$ cat config.mk
export PLATFORM = sky130hd
export DESIGN_NAME = sync_fifo_ctrl
export DESIGN_NICKNAME = d
export VERILOG_FILES = /design/src/rtl/sync_fifo_ctrl.sv
export SDC_FILE = /design/constraint.sdc
export NUM_CORES = 1
export LEC_CHECK = 0
export ABC_AREA = 1
export ABC_CLOCK_PERIOD_IN_PS = 3510
export BUFFER_PORTS_ARGS = -buffer_cell sky130_fd_sc_hd__buf_2
export CORE_ASPECT_RATIO = 0.8
export CORE_MARGIN = 4
export CORE_UTILIZATION = 40
export DETAILED_ROUTE_END_ITERATION = 10
export PLACE_DENSITY = 0.55
export SYNTH_ARGS = -nofsm -noshare
export SYNTH_HDL_FRONTEND = slang
export SYNTH_SLANG_ARGS = --single-unit
$ cat constraint.sdc
create_clock -name clk -period 3.51 [get_ports clk]
set_clock_uncertainty 0.05 [all_clocks]
set_input_delay 0.5265 -clock clk [delete_from_list [all_inputs] [get_ports clk]]
set_output_delay 0.5265 -clock clk [all_outputs]
set_load 0.02 [all_outputs]
$ cat src/rtl/sync_fifo_ctrl.sv
// Single-clock FIFO with standard or first-word-fall-through read, programmable
// almost-full/almost-empty levels, occupancy count, flush and sticky error flags.
`timescale 1ns/1ps
module sync_fifo_ctrl #(
   parameter int DATA_SIZE = 8,
   parameter int ADDR_SIZE = 4,
   parameter int FWFT      = 0,
   parameter int AF_LEVEL  = 14,
   parameter int AE_LEVEL  = 2
) (
   input  logic                 clk,
   input  logic                 rst_n,
   input  logic [DATA_SIZE-1:0] w_data,
   input  logic                 w_inc,
   input  logic                 r_inc,
   input  logic                 flush,
   output logic [DATA_SIZE-1:0] r_data,
   output logic                 w_full,
   output logic                 r_empty,
   output logic                 w_almost_full,
   output logic                 r_almost_empty,
   output logic [ADDR_SIZE:0]   count,
   output logic                 overflow,
   output logic                 underflow
);
   localparam int DEPTH = 1 << ADDR_SIZE;
   localparam logic [ADDR_SIZE:0] DEPTH_C = (ADDR_SIZE+1)'(DEPTH);
   localparam logic [ADDR_SIZE:0] AF_C    = (ADDR_SIZE+1)'(AF_LEVEL);
   localparam logic [ADDR_SIZE:0] AE_C    = (ADDR_SIZE+1)'(AE_LEVEL);

   logic [DATA_SIZE-1:0] mem [DEPTH];
   logic [ADDR_SIZE:0]   wptr, rptr, wptr_nxt, rptr_nxt, count_nxt;
   logic                 rd_ok, wr_ok, mem_empty, mem_wr, mem_rd;
   logic                 load_out, bypass, ovalid, ovalid_nxt;
   logic                 ovf_set, unf_set;

   always_comb begin
      rd_ok     = ~flush & r_inc & ~r_empty;
      wr_ok     = ~flush & w_inc & (~w_full | rd_ok);
      ovf_set   = ~flush & w_inc & ~wr_ok;
      unf_set   = ~flush & r_inc & r_empty;
      mem_empty = (wptr == rptr);
      load_out  = 1'b0;
      bypass    = 1'b0;
      mem_wr    = wr_ok;
      mem_rd    = rd_ok;
      if (FWFT != 0) begin
         // Output register is refilled whenever it is free; an empty store lets the
         // incoming word skip memory and land straight in the output register.
         load_out = ~flush & (~ovalid | rd_ok) & (~mem_empty | wr_ok);
         bypass   = load_out & mem_empty;
         mem_wr   = wr_ok & ~bypass;
         mem_rd   = load_out & ~mem_empty;
      end else begin
         load_out = rd_ok;
      end

      if (flush) begin
         wptr_nxt   = '0;
         rptr_nxt   = '0;
         count_nxt  = '0;
         ovalid_nxt = 1'b0;
      end else begin
         wptr_nxt   = wptr + {{ADDR_SIZE{1'b0}}, mem_wr};
         rptr_nxt   = rptr + {{ADDR_SIZE{1'b0}}, mem_rd};
         count_nxt  = count + {{ADDR_SIZE{1'b0}}, wr_ok} - {{ADDR_SIZE{1'b0}}, rd_ok};
         ovalid_nxt = load_out ? 1'b1 : (rd_ok ? 1'b0 : ovalid);
      end
   end

   always_ff @(posedge clk) begin
      if (mem_wr) mem[wptr[ADDR_SIZE-1:0]] <= w_data;
   end

   always_ff @(posedge clk or negedge rst_n) begin
      if (!rst_n) begin
         wptr           <= '0;
         rptr           <= '0;
         count          <= '0;
         ovalid         <= 1'b0;
         r_data         <= '0;
         w_full         <= 1'b0;
         r_empty        <= 1'b1;
         w_almost_full  <= 1'b0;
         r_almost_empty <= 1'b1;
         overflow       <= 1'b0;
         underflow      <= 1'b0;
      end else begin
         wptr           <= wptr_nxt;
         rptr           <= rptr_nxt;
         count          <= count_nxt;
         ovalid         <= ovalid_nxt;
         if (load_out) r_data <= bypass ? w_data : mem[rptr[ADDR_SIZE-1:0]];
         w_full         <= (count_nxt == DEPTH_C);
         r_empty        <= (count_nxt == '0);
         w_almost_full  <= (count_nxt >= AF_C);
         r_almost_empty <= (count_nxt <= AE_C);
         overflow       <= ~flush & (overflow | ovf_set);
         underflow      <= ~flush & (underflow | unf_set);
      end
   end
endmodule

=== Word level (Yosys, flattened, before mapping) ===
Memory sizes are Yosys's and may differ from the RTL's. A register that Yosys moved wholly into a read port is not among the register bits.
Cells that the tools add are included.

* Divide/modulo/power cells: 0
* Reductions and logical operators: 2
* Eq/ne operators: 1
* $lt $le $gt $ge: 2
* Multipliers: 0
* Mux-type cells: 5
* Shifts and indexed selects: 0
* $add $sub $neg: 4
* Bitwise operators: 15

{| class="wikitable"
|+ Operators with widths
! kind !! count
|-
| $add A5 B1 Y5 || 3
|-
| $mux W5 || 3
|-
| $and A1 B1 Y1 || 8
|-
| $eq A5 B5 Y1 const B || 1
|-
| $ge A5 B4 Y1 const B || 1
|-
| $le A5 B2 Y1 const B || 1
|-
| $logic_not A5 Y1 || 1
|-
| $sub A5 B1 Y5 || 1
|-
| $not A1 Y1 || 4
|-
| $or A1 B1 Y1 || 3
|-
| $mux W1 || 2
|-
| $logic_not A1 Y1 || 1
|}

* Word-level logic and storage cells: 39
* Memory bits (writable): 128
* Latch bits: 0
* Memories kept: 1
* Register bits: 21
* Memory bits (read-only): 0
* Output and inout port bits: 19

{| class="wikitable"
|+ Memories
! memory !! words !! width !! read ports !! clocked after memory_dff !! write ports !! RTL line !! RTL
|-
| mem || 16 || 8 || 1 || 1 || 1 || 31 || <nowiki>logic [DATA_SIZE-1:0] mem [DEPTH];</nowiki>
|}

=== Logic depth before layout (Yosys ltp) ===
* Word-level depth: 9
* Gate-level depth with buffers: 17
* Mapped depth without buffers: 16

=== Worst setup path before layout ===
No wires, ideal clock.

* Path type: register -> register
* Start point: register r_empty
* End point: register w_full
* Library setup time: 0.121 ns
* Path slack: 0.857 ns
* Path buffers: 1
* Arrival time: 2.483 ns
* Period minus slack after synthesis: 2.653 ns
* Cell stages (with the launch flop): 14
* Cell sequence: dfstp_2 > nor2_1 > nand2_1 > buf_4 > clkinv_1 > ha_1 > inv_1 > ha_1 > fa_1 > inv_1 > nor2_1 > nor3_1 > nand2_1 > nor2_1

* Longest elaborated chain between the ends: 8

{| class="wikitable"
|+ Ends and longest elaborated chain
! item !! RTL line !! RTL
|-
| from (decl) || 19 || <nowiki>output logic r_empty,</nowiki>
|-
| from (signal assigned) || 95 || <nowiki>r_empty <= (count_nxt == '0);</nowiki>
|-
| $not A1 Y1 (*) || 38 || <nowiki>rd_ok = ~flush & r_inc & ~r_empty;</nowiki>
|-
| $and A1 B1 Y1 (*) || 38 ||
|-
| net load_out || 34 || <nowiki>logic load_out, bypass, ovalid, ovalid_nxt;</nowiki>
|-
| $or A1 B1 Y1 || 39 || <nowiki>wr_ok = ~flush & w_inc & (~w_full | rd_ok);</nowiki>
|-
| $and A1 B1 Y1 || 39 ||
|-
| $add A5 B1 Y5 || 66 || <nowiki>count_nxt = count + {{ADDR_SIZE{1'b0}}, wr_ok} - {{ADDR_SIZE{1'b0}}, rd_ok};</nowiki>
|-
| $sub A5 B1 Y5 (*) || 66 ||
|-
| $mux W5 (*) || 58 || <nowiki>if (flush) begin</nowiki>
|-
| net count_nxt[1] || 32 || <nowiki>logic [ADDR_SIZE:0] wptr, rptr, wptr_nxt, rptr_nxt, count_nxt;</nowiki>
|-
| $eq A5 B5 Y1 (*) || 94 || <nowiki>w_full <= (count_nxt == DEPTH_C);</nowiki>
|-
| to (signal assigned) || 94 ||
|-
| to (decl) || 18 || <nowiki>output logic w_full,</nowiki>
|}

Mark *: on every way through the listed nets, which the timed path passes. The rest lies on a longest branch.

=== Final worst setup path ===
* Start point: register r_empty
* End point: register w_full

* Longest elaborated chain between the ends: 8

{| class="wikitable"
|+ Ends and longest elaborated chain
! item !! RTL line
|-
| $not A1 Y1 (*) || 38
|-
| $and A1 B1 Y1 (*) || 38
|-
| $or A1 B1 Y1 || 39
|-
| $and A1 B1 Y1 || 39
|-
| $add A5 B1 Y5 || 66
|-
| $sub A5 B1 Y5 (*) || 66
|-
| $mux W5 (*) || 58
|-
| net count_nxt[1] || 32
|-
| $eq A5 B5 Y1 (*) || 94
|}

Marked as above.

==> impl_metrics.env <==
export IMPL_cp_max_fo=11
export IMPL_synthesis_nets=608
export IMPL_dr_total_vias=4182
export IMPL_post_route_period_util_pct=79.8
export IMPL_dp_cells=814
export IMPL_yosys_cell_types_count=27
export IMPL_insertion_delay_ns=0.42
export IMPL_ir_worst_vdd_mv=0.353
export IMPL_arrival_ns=3.10
export IMPL_fin_crit_ns=2.80
export IMPL_finalHoldViolCount=0
export IMPL_start_util_pct=41.1
export IMPL_drc=0
export IMPL_io_buffers=31
export IMPL_place_hpwl_um=10200
export IMPL_cts_tree="done"
export IMPL_final_cell_mix="212 x nand2_1, 128 x edfxtp_1, 77 x nand3_1, 40 x nor2_1, 31 x buf_2"
export IMPL_groute_layer_met3_usage_pct=3.54
export IMPL_synth_warnings=0
export IMPL_yosysSeqAreaShare_pct=69.2
export IMPL_overflow=0
export IMPL_status="completed"
export IMPL_hp_class="in -> async"
export IMPL_avgViaCountPerCell=4.94
export IMPL_max_freq_mhz=357
export IMPL_setup_viol=0
export IMPL_holdWs_ns=0.0628
export IMPL_cts_buffers=17
export IMPL_grt_pass1_wl_um=23500
export IMPL_start_kind="flop"
export IMPL_max_slew_margin_pct=43.7
export IMPL_synth_area_um2=6530
export IMPL_drtIter0Drc=421
export IMPL_pre_cts_ws_ns=0.379
export IMPL_area_growth_pct=13.3
export IMPL_fill_cells=1484
export IMPL_rr_worst_depth=13
export IMPL_wl_per_cell_um=17.9
export IMPL_wirelength_um=15100
export IMPL_gp_congestion=0.886
export IMPL_io_pins=32
export IMPL_fin_setup_tns_ns=0
export IMPL_maxCapViolations=0
export IMPL_synthCells=585
export IMPL_cts_htree_levels=4
export IMPL_root_buffer="clkbuf_16"
export IMPL_num_rows=41
export IMPL_p_per_area_nw_per_um2=653
export IMPL_clk_pin_slew_ns=0.06
export IMPL_grt_max_degree=66
export IMPL_dieArea_um2=18400
export IMPL_first_pass_iters=5
export IMPL_track_usage_pct=17.4
export IMPL_grtUsageMet1_pct=27.4
export IMPL_final_layout_size_suffix_gt1_share_pct=13.2
export IMPL_diodes=0
export IMPL_crit_required_ns=3.81
export IMPL_slew_viol_final=0
export IMPL_antenna_found_initial=0
export IMPL_grt_busiest_layer="met1"
export IMPL_ctsHoldBuffers=0
export IMPL_cts_buffer_depth=2
export IMPL_worst_setup_path_type="reg -> reg"
export IMPL_fp_dieW_um=151
export IMPL_setup_ws_ns=0.709
export IMPL_cts_setup_buffers=0
export IMPL_die_h_um=122
export IMPL_instances_no_fill=846
export IMPL_synth_seq_cells=155
export IMPL_layout_commonest_cell="nand2_1"
export IMPL_grt_pass1_vias=3991
export IMPL_tightest_slew_ns=0.841
export IMPL_cts_repair_resized=0
export IMPL_syn_avg_cell_area_um2=11.2
export IMPL_cts_sinks=155
export IMPL_rsz0062_at_grt="no"
export IMPL_ant_nets=0
export IMPL_grt_met2_usage_pct=24.0
export IMPL_final_nets=641
export IMPL_p_leak_nw=2.95
export IMPL_worstSetupEndpointType="flop"
export IMPL_core_area_um2=15900
[worst max-delay path, stage by stage, from the launching register on]
cell,delay (ns)
dfstp_2,0.38
nor2_1,0.09
nand2_1,0.28
a21oi_4,0.34
inv_1,0.07
ha_1,0.27
inv_1,0.04
ha_1,0.19
fa_1,0.47
inv_1,0.07
nor2_1,0.06
nor3_1,0.21
nand2_1,0.09
nor2_1,0.10
[cell usage after synthesis, drive strengths merged]
library cell | count | share of area [%]
a21oi | 19 | 1.6
nand4 | 1 | 0.096
buf | 22 | 2.7
clkbuf | 1 | 0.21
nand2 | 214 | 12
dfrtp | 25 | 9.6
o31ai | 2 | 0.23
o21ai | 5 | 0.38
dfstp | 2 | 0.80
edfxtp | 128 | 59
fa | 1 | 0.31
ha | 9 | 1.7
clkinv | 1 | 0.057
nor2 | 41 | 2.5
nand3 | 81 | 6.5
nor3 | 2 | 0.15
inv | 29 | 1.7
xnor2 | 2 | 0.27
[final timing paths]
path | from | end | slack (ns)
setup / recovery | r_empty$_DFF_PN1_ | w_full$_DFF_PN0_ | 0.71
hold / removal | rst_n | r_data[5]$_DFFE_PN0P_ | 0.06
setup reg to reg | r_empty$_DFF_PN1_ | w_full$_DFF_PN0_ | 0.71
hold reg to reg | r_data[5]$_DFFE_PN0P_ | r_data[5]$_DFFE_PN0P_ | 0.43
max in group asynchronous | rst_n | rptr[0]$_DFF_PN0_ | 2.93
min in group clk | r_inc | underflow$_DFF_PN0_ | 0.35
[through the flow]
stage / power, mW / cell area, um^2 / util, %
3_5_place_dp: 3.06 / 6810 / 42.8
2_1_floorplan: 2.78 / 6530 / -
5_1_grt: 5.07 / 7400 / 46.5
3_3_place_gp: 3.05 / 6810 / 42.8
6_report: 4.83 / 7400 / 46.5
4_1_cts: 4.87 / 7400 / 46.5
[where the power goes]
| group | internal (mW) | leakage (nW) | total, mW | switching [mW] |
|---|---|---|---|---|
| logic | 0.252 | 1.17 | 0.831 | 0.579 |
| clock network | 1.06 | 0.284 | 1.81 | 0.750 |
| registers | 2.11 | 1.50 | 2.18 | 0.0772 |
| total | 3.42 | 2.95 | 4.83 | 1.41 |
[final cells by class]
| class | count | area, um^2 | area share [%] |
|---|---|---|---|
| sequential | 155 | 4520 | 61.1 |
| multi-input combinational | 377 | 1710 | 23.1 |
| timing repair buffer | 37 | 200 | 2.71 |
| inverter | 30 | 113 | 1.52 |
| clock inverter | 14 | 158 | 2.13 |
| tap | 215 | 269 | 3.64 |
| clock buffer | 18 | 429 | 5.80 |
[cell families after synthesis]
family                   count (synthesis)  synth area share [%]
AO/OA/AOI/OAI                           26                  2.24
XOR/XNOR                                 2                 0.268
adder cells (fa/ha/maj)                 10                  2.03
buffers and inverters                   53                  4.62
flip-flops                             155                  69.2
AND/OR/NAND/NOR                        339                  21.6
[layer usage]
metal  wire length [um]  vias to the layer above
met5                  0                        -
met4                181                        0
met3                915                       15
met2               6520                      112
met1               7530                     2005
li1                   -                     2050
[state kept, by name (all words and copies together), names as in the netlist, 4 cells and up]
register / count
mem: 128
r_data: 8
wptr: 4
count: 5
rptr: 4
Note: power is estimated with default switching activity, not from simulation.
